<file path="src/rtl/fifo_drain_ctrl.sv">
// Read-side master for the 32-bit synchronous FIFO: drains burst_len words on start
// and replays them on a valid/ready stream through a 2-entry skid buffer.
module fifo_drain_ctrl #(
   parameter int unsigned DATA_W = 32,
   parameter int unsigned LEN_W  = 8
) (
   input  logic              clk_i,
   input  logic              rst_ni,
   input  logic              start_i,
   input  logic [LEN_W-1:0]  burst_len_i,
   output logic              busy_o,
   output logic              done_o,
   input  logic              fifo_empty_i,
   output logic              fifo_rd_o,
   input  logic [DATA_W-1:0] fifo_data_i,
   output logic              m_valid_o,
   input  logic              m_ready_i,
   output logic [DATA_W-1:0] m_data_o,
   output logic [1:0]        state_o,
   output logic [1:0]        occ_o
);

   localparam logic [1:0] S_IDLE  = 2'd0;
   localparam logic [1:0] S_RUN   = 2'd1;
   localparam logic [1:0] S_DRAIN = 2'd2;
   localparam logic [1:0] S_DONE  = 2'd3;

   localparam logic [LEN_W-1:0] LEN_ZERO = '0;
   localparam logic [LEN_W-1:0] LEN_ONE  = LEN_W'(1);

   logic [1:0]        state_q, state_d;
   logic [LEN_W-1:0]  rd_left_q, rd_left_d;
   logic [LEN_W-1:0]  out_left_q, out_left_d;
   logic              inflight_q, inflight_d;
   logic [1:0]        occ_q, occ_d;
   logic [DATA_W-1:0] buf0_q, buf0_d;
   logic [DATA_W-1:0] buf1_q, buf1_d;

   logic       pop;
   logic       capture;
   logic       rd;
   logic       room;
   logic [1:0] occ_after_pop;

   // Output stream: a word transfers on every rising edge where m_valid_o and
   // m_ready_i are both high; m_data_o is held stable while valid waits on ready.
   assign pop     = (occ_q != 2'd0) && m_ready_i;
   assign capture = inflight_q;

   // Buffer slots still free once this cycle's capture and pop have settled.
   assign room = (({1'b0, occ_q} + {2'b00, inflight_q}) - {2'b00, pop}) < 3'd2;

   assign rd = (state_q == S_RUN) && !fifo_empty_i && (rd_left_q != LEN_ZERO) && room;

   always_comb begin
      state_d    = state_q;
      rd_left_d  = rd_left_q;
      out_left_d = out_left_q;

      if (rd) begin
         rd_left_d = rd_left_q - LEN_ONE;
      end
      if (pop && (out_left_q != LEN_ZERO)) begin
         out_left_d = out_left_q - LEN_ONE;
      end

      case (state_q)
         S_IDLE: begin
            if (start_i) begin
               if (burst_len_i != LEN_ZERO) begin
                  rd_left_d  = burst_len_i;
                  out_left_d = burst_len_i;
                  state_d    = S_RUN;
               end else begin
                  state_d = S_DONE;
               end
            end
         end
         S_RUN: begin
            if (rd && (rd_left_q == LEN_ONE)) begin
               state_d = S_DRAIN;
            end
         end
         S_DRAIN: begin
            if (pop && (out_left_q == LEN_ONE)) begin
               state_d = S_DONE;
            end
         end
         default: begin
            state_d = S_IDLE;
         end
      endcase
   end

   always_comb begin
      buf0_d        = buf0_q;
      buf1_d        = buf1_q;
      occ_after_pop = occ_q - {1'b0, pop};

      if (pop && (occ_q == 2'd2)) begin
         buf0_d = buf1_q;
      end
      // The returning word lands behind whatever survives this cycle's pop.
      if (capture) begin
         if (occ_after_pop == 2'd0) begin
            buf0_d = fifo_data_i;
         end else begin
            buf1_d = fifo_data_i;
         end
      end

      occ_d      = occ_after_pop + {1'b0, capture};
      inflight_d = rd;
   end

   always_ff @(posedge clk_i or negedge rst_ni) begin
      if (!rst_ni) begin
         state_q    <= S_IDLE;
         rd_left_q  <= '0;
         out_left_q <= '0;
         inflight_q <= 1'b0;
         occ_q      <= 2'd0;
         buf0_q     <= '0;
         buf1_q     <= '0;
      end else begin
         state_q    <= state_d;
         rd_left_q  <= rd_left_d;
         out_left_q <= out_left_d;
         inflight_q <= inflight_d;
         occ_q      <= occ_d;
         buf0_q     <= buf0_d;
         buf1_q     <= buf1_d;
      end
   end

   assign fifo_rd_o = rd;
   assign m_valid_o = (occ_q != 2'd0);
   assign m_data_o  = buf0_q;
   assign busy_o    = (state_q == S_RUN) || (state_q == S_DRAIN);
   assign done_o    = (state_q == S_DONE);
   assign state_o   = state_q;
   assign occ_o     = occ_q;

endmodule

</file>
<file path="config.mk">
export PLATFORM = sky130hd
export DESIGN_NAME = fifo_drain_ctrl
export DESIGN_NICKNAME = d
export VERILOG_FILES = /design/src/rtl/fifo_drain_ctrl.sv
export SDC_FILE = /design/constraint.sdc
export NUM_CORES = 1
export LEC_CHECK = 0
export BUFFER_PORTS_ARGS = -buffer_cell sky130_fd_sc_hd__buf_2
export CORE_AREA = 8 8 117 146
export DETAILED_ROUTE_END_ITERATION = 7
export DIE_AREA = 0 0 125 154
export PLACE_DENSITY = 0.47
export SLEW_MARGIN = 20
export SYNTH_ARGS = -nofsm -noshare
export SYNTH_HDL_FRONTEND = slang
export SYNTH_SLANG_ARGS = --single-unit
</file>
<file path="constraint.sdc">
create_clock -name clk_i -period 3.1 [get_ports clk_i]
set_input_delay 0.62 -clock clk_i [delete_from_list [all_inputs] [get_ports clk_i]]
set_output_delay 0.62 -clock clk_i [all_outputs]
set_load 0.02 [all_outputs]
</file>
# After elaboration in Yosys (flattened, before gate mapping)
# Index checks and enable logic that the tools add are counted.
[totals] reg_bits=85 in_bits=45 out_inout_bits=40 word_cells=58
[op_classes] add_sub_neg=6 magnitude_cmp=1 n_eq_ne=9 mux=16 bitwise_logic=1 n_reduce_logical=18
[ops] cell="$mux W32" n=3
[ops] cell="$mux W8" n=8
[ops] cell="$reduce_bool A8 Y1" n=3
[ops] cell="$eq A8 B1 Y1 const B" n=2
[ops] cell="$sub A8 B1 Y8 const B" n=2
[ops] cell="$logic_and A1 B1 Y1" n=8
[ops] cell="$mux W2" n=4
[ops] cell="$eq A2 B2 Y1 const B" n=3
[ops] cell="$ne A2 B2 Y1 const B" n=3
[ops] cell="$pmux W2 S3" n=1
[ops] cell="$logic_not A2 Y1" n=2
[ops] cell="$add A2 B1 Y3" n=1
[ops] cell="$lt A3 B2 Y1 const B" n=1
[ops] cell="$reduce_and A3 Y1" n=1
[ops] cell="$sub A3 B1 Y3" n=1
[ops] cell="$add A2 B1 Y2" n=1
[ops] cell="$eq A2 B1 Y1 const B" n=1
[ops] cell="$reduce_and A2 Y1" n=1
[ops] cell="$reduce_bool A2 Y1" n=1
[ops] cell="$sub A2 B1 Y2" n=1
[ops] cell="$logic_not A1 Y1" n=1
[ops] cell="$logic_or A1 B1 Y1" n=1
[ops] cell="$not A1 Y1" n=1

# Longest topological paths before layout
[depth] word_depth=9 depth_mapped=9 ltp_nobuf=8

# Worst setup path after synthesis
# OpenSTA, ideal clock, no wires.
[synth_path] path_kind="reg-to-output" from="register occ_q[1] (netlist: occ_o[1])" to="output port fifo_rd_o" arrival_ps=1992 required_time_ps=2480 slack_ps=488 path_stages_with_launch=8 n_path_buf=1 cell_sequence="dfrtp_1 > o21ai_1 > nor2_1 > fa_1 > xor2_1 > nor3_2 > and2_1 > buf_6"
[synth_between] elab_chain_cells=5 word_cells_on_any_way=6 cone_classes="2 x add/sub; 1 x order compare; 3 x reduce/logical"
[synth_rtl] item="from (decl)" line_no="35" source="logic [1:0] occ_q, occ_d;"
[synth_rtl] item="from (signal assigned)" line_no="122" source="occ_q <= 2'd0;"
[synth_rtl] item="from (signal assigned)" line_no="130" source="occ_q <= occ_d;"
[synth_rtl] item="branches (longest 2 deep; another with $add A2 B1 Y3)"
[synth_rtl] item="$sub A3 B1 Y3 *" line_no="51" source="assign room = (({1'b0, occ_q} + {2'b00, inflight_q}) - {2'b00, pop}) < 3'd2;"
[synth_rtl] item="$lt A3 B2 Y1 *" line_no="51"
[synth_rtl] item="$logic_and A1 B1 Y1 *" line_no="53" source="assign rd = (state_q == S_RUN) && !fifo_empty_i && (rd_left_q != LEN_ZERO) && room;"
[synth_rtl] item="to (decl)" line_no="14" source="output logic fifo_rd_o,"
# Every way passes the cells marked *.

# Worst setup path in the final report
# Same ends and word-level chain as after synthesis.

==> run metrics <==
status finished clean; Yosys cell types 42; maximum vdd drop 394.1 uV; Die ar. 19250 um^2; P per Cell Area 1013 nW/um^2; DR vias/cell 4.652; DP Area 4711 um^2; CTS H-tree lvls 3; most common cell in the netlist dfrtp_1; fmax 350.1 MHz; sequential area share after synthesis 52.71%; top post-synthesis cells by count 85 x dfrtp_1, 42 x nor2_1, 33 x a21oi_1, 33 x mux2_1, 32 x mux2i_1; warnings from Yosys 0; max incr delay on CP 0.50 ns; DRC 0; Area contributors post-synth dfrtp_1 53%, mux2_1 9.2%, mux2i_1 7.9%, a21oi_1 4.1%, ha_1 4.0%; Top FF cell, synth dfrtp_1; Top delay family on crit path flip-flops; CTS tree built; Final ANT Viol Nets 0; setup violators final 0; Crit. End Element primary output; Post-Route WL 9678 um; first-pass GRT wire length 16120 um; Num CTS Buffers 9; CTS Hold Buffers Added 0; die height 154 um; Post-synth EDFFs 0; nets 496; max_slew headroom 32.85%; worst skew pair latency 0.34 ns; Fin Setup TNS 0 ns; filler cell count 1513; CTS Sinks 85; crit path DAT 2.24 ns; share of the synthesized area in the top cell type 52.71%; initial antenna violation count 0; total power 5.070 mW; met2 Usage GRT 17.97%; leakage 2.515 nW; crit path time final 2.857 ns; CP Buf/Inv Count 1; dpl hpwl 6817 um; asr flop ratio synth 100.0%; ant diodes 0; FP Rows 50; flop and latch count out of synthesis 85; Crit Path Class reg2out; IO Port Bufs 84; proportion of layout cells with a drive suffix above 1 26.92%; max-cap check violation count 0; Max Slew Vio Count 0; M3 GR Usage 3.772%; critical path's slowest cell dfrtp_1; Hold Fails Final Rpt 0; clock tree buffer depth 2; area growth from synthesis to layout 24.03%; critical path fanouts, max 7; initial core utilization 27.33%; vias 2903; Worst EP required 2.48 ns; Clock Skew 0.008021 ns; Avg WL per Cell 15.51 um; Mapped Area 4035 um^2; Layout Cell Area excl Fill 5005 um^2; pin count of the biggest net entering global routing 86; GR Overflow Total 0; Mean Syn Cell Area 11.50 um^2; GRT Util Overall 10.50%; Hold Path Class in2async; clk root buf clkbuf_16; TritonRoute pass-1 iters 4; Worst-path clk slew 0.07 ns; Startpoint Class register; RSZ-0062 raised after global routing no; Slew @ Worst Pin 1.005 ns; Die X-Extent 125 um; crit share post-route 92.15%; Final Wtd Congestion 0.7787; top-level port count 85; Initial DRC Count 139; vias in the first global route 3126; core box area 14760 um^2; cell count after synthesis 351; Yosys top cell by area dfrtp_1; M1 GR Usage 11.89%; grt peak-use layer met2; syn_nets 410; cells along the critical path o21ai_2 > nor2_1 > fa_1 > xor2_1 > nor3_2 > and2_1 > buf_2
==> layout by cell type, fill, tap and decap left out, types with 2 or more instances in the layout <==
master	synthesis	layout
a21oi_1	33	33
and2_1	2	2
buf_12	0	3
buf_2	3	83
buf_4	3	4
clkbuf_16	0	9
dfrtp_1	85	85
ha_1	13	13
inv_1	10	10
inv_6	0	4
mux2_1	33	33
mux2i_1	32	32
nand2_1	16	16
nand3_1	6	4
nand3_2	1	3
nand4_1	3	3
nand4b_1	3	3
nor2_1	42	42
nor2b_1	2	2
o211ai_1	2	2
o21ai_0	4	4
o21ai_1	12	11
o21ai_2	1	2
or4_1	3	3
xnor2_1	5	5
xor2_1	11	11
==> layer usage <==
| metal | vias up | share of wire (%) |
|---|---|---|
| li1 | 1394 | - |
| met1 | 1445 | 44 |
| met2 | 58 | 50 |
| met3 | 6 | 4.8 |
| met4 | 0 | 0.91 |
| met5 | - | 0 |
==> repair_timing <==
| action | CTS | global route |
|---|---|---|
| buffers inserted | 0 | 0 |
| setup endpoints to repair | 0 | 1 |
| resized for setup | 0 | 1 |
==> sequential cells by signal (all words and copies together) (netlist names) <==
| signal | cells |
|---|---|
| out_left_q | 8 |
| capture | 1 |
| rd_left_q | 8 |
| buf1_q | 32 |
| state_o | 2 |
| occ_o | 2 |
| m_data_o | 32 |
==> worst register-to-register path, stage by stage (launching register included) <==
cell	delay (ns)
dfrtp_1	0.43
inv_1	0.13
ha_1	0.22
and2_1	0.38
nor2b_1	0.85
o21ai_0	0.22
a311o_1	0.30
==> report_power, final <==
group          total [mW]  switching (mW)  internal (mW)
Combinational        2.03            1.15          0.877
Clock                1.05           0.476          0.578
Sequential           1.99           0.350           1.64
Total                5.07            1.98           3.09
==> per-stage QoR <==
stage | std cells | hold slack, ns | setup WS (ns) | util (%)
2_1_floorplan | 351 | 0.3244 | 0.4878 | -
3_3_place_gp | 608 | 0.4662 | 0.4013 | 31.91
3_5_place_dp | 608 | 0.4742 | 0.3806 | 31.91
4_1_cts | 624 | 0.3191 | 0.1182 | 33.87
5_1_grt | 624 | 0.3378 | 0.08112 | 33.90
6_report | 624 | 0.3027 | 0.2434 | 33.90
==> cell families after synthesis <==
family	after synthesis	synth area share [%]
simple gates	87	10.82
fa+ha+maj	14	4.527
flops	85	52.71
buf+inv	25	2.884
xor+xnor	16	3.473
compound gates	58	8.062
mux	66	17.52
==> path summary, 6_finish.rpt <==
path / start / to / slack (ns) / cells after the start
max in group asynchronous: rst_ni / m_data_o[16] / 2.43 / 2
hold / removal: rst_ni / m_data_o[23] / 0.30 / 2
setup reg to reg: state_o[0] / rd_left_q[4] / 0.45 / 6
min in group clk_i: buf1_q[22] / buf1_q[22] / 0.49 / 1
hold reg to reg: buf1_q[22] / buf1_q[22] / 0.49 / 1
setup / recovery: occ_o[1] / fifo_rd_o / 0.24 / 7
==> final cells by class <==
type | instances | area (um^2) | share of cell area (%)
Clock inverter | 6 | 51.30 | 1.025
Sequential cell | 85 | 2127 | 42.50
Tap cell | 182 | 227.7 | 4.550
Inverter | 10 | 37.54 | 0.7500
Multi-Input combinational cell | 241 | 1817 | 36.30
Timing Repair Buffer | 90 | 505.5 | 10.10
Clock buffer | 10 | 239.0 | 4.775
No activity file was read; power rests on OpenSTA's default activity.
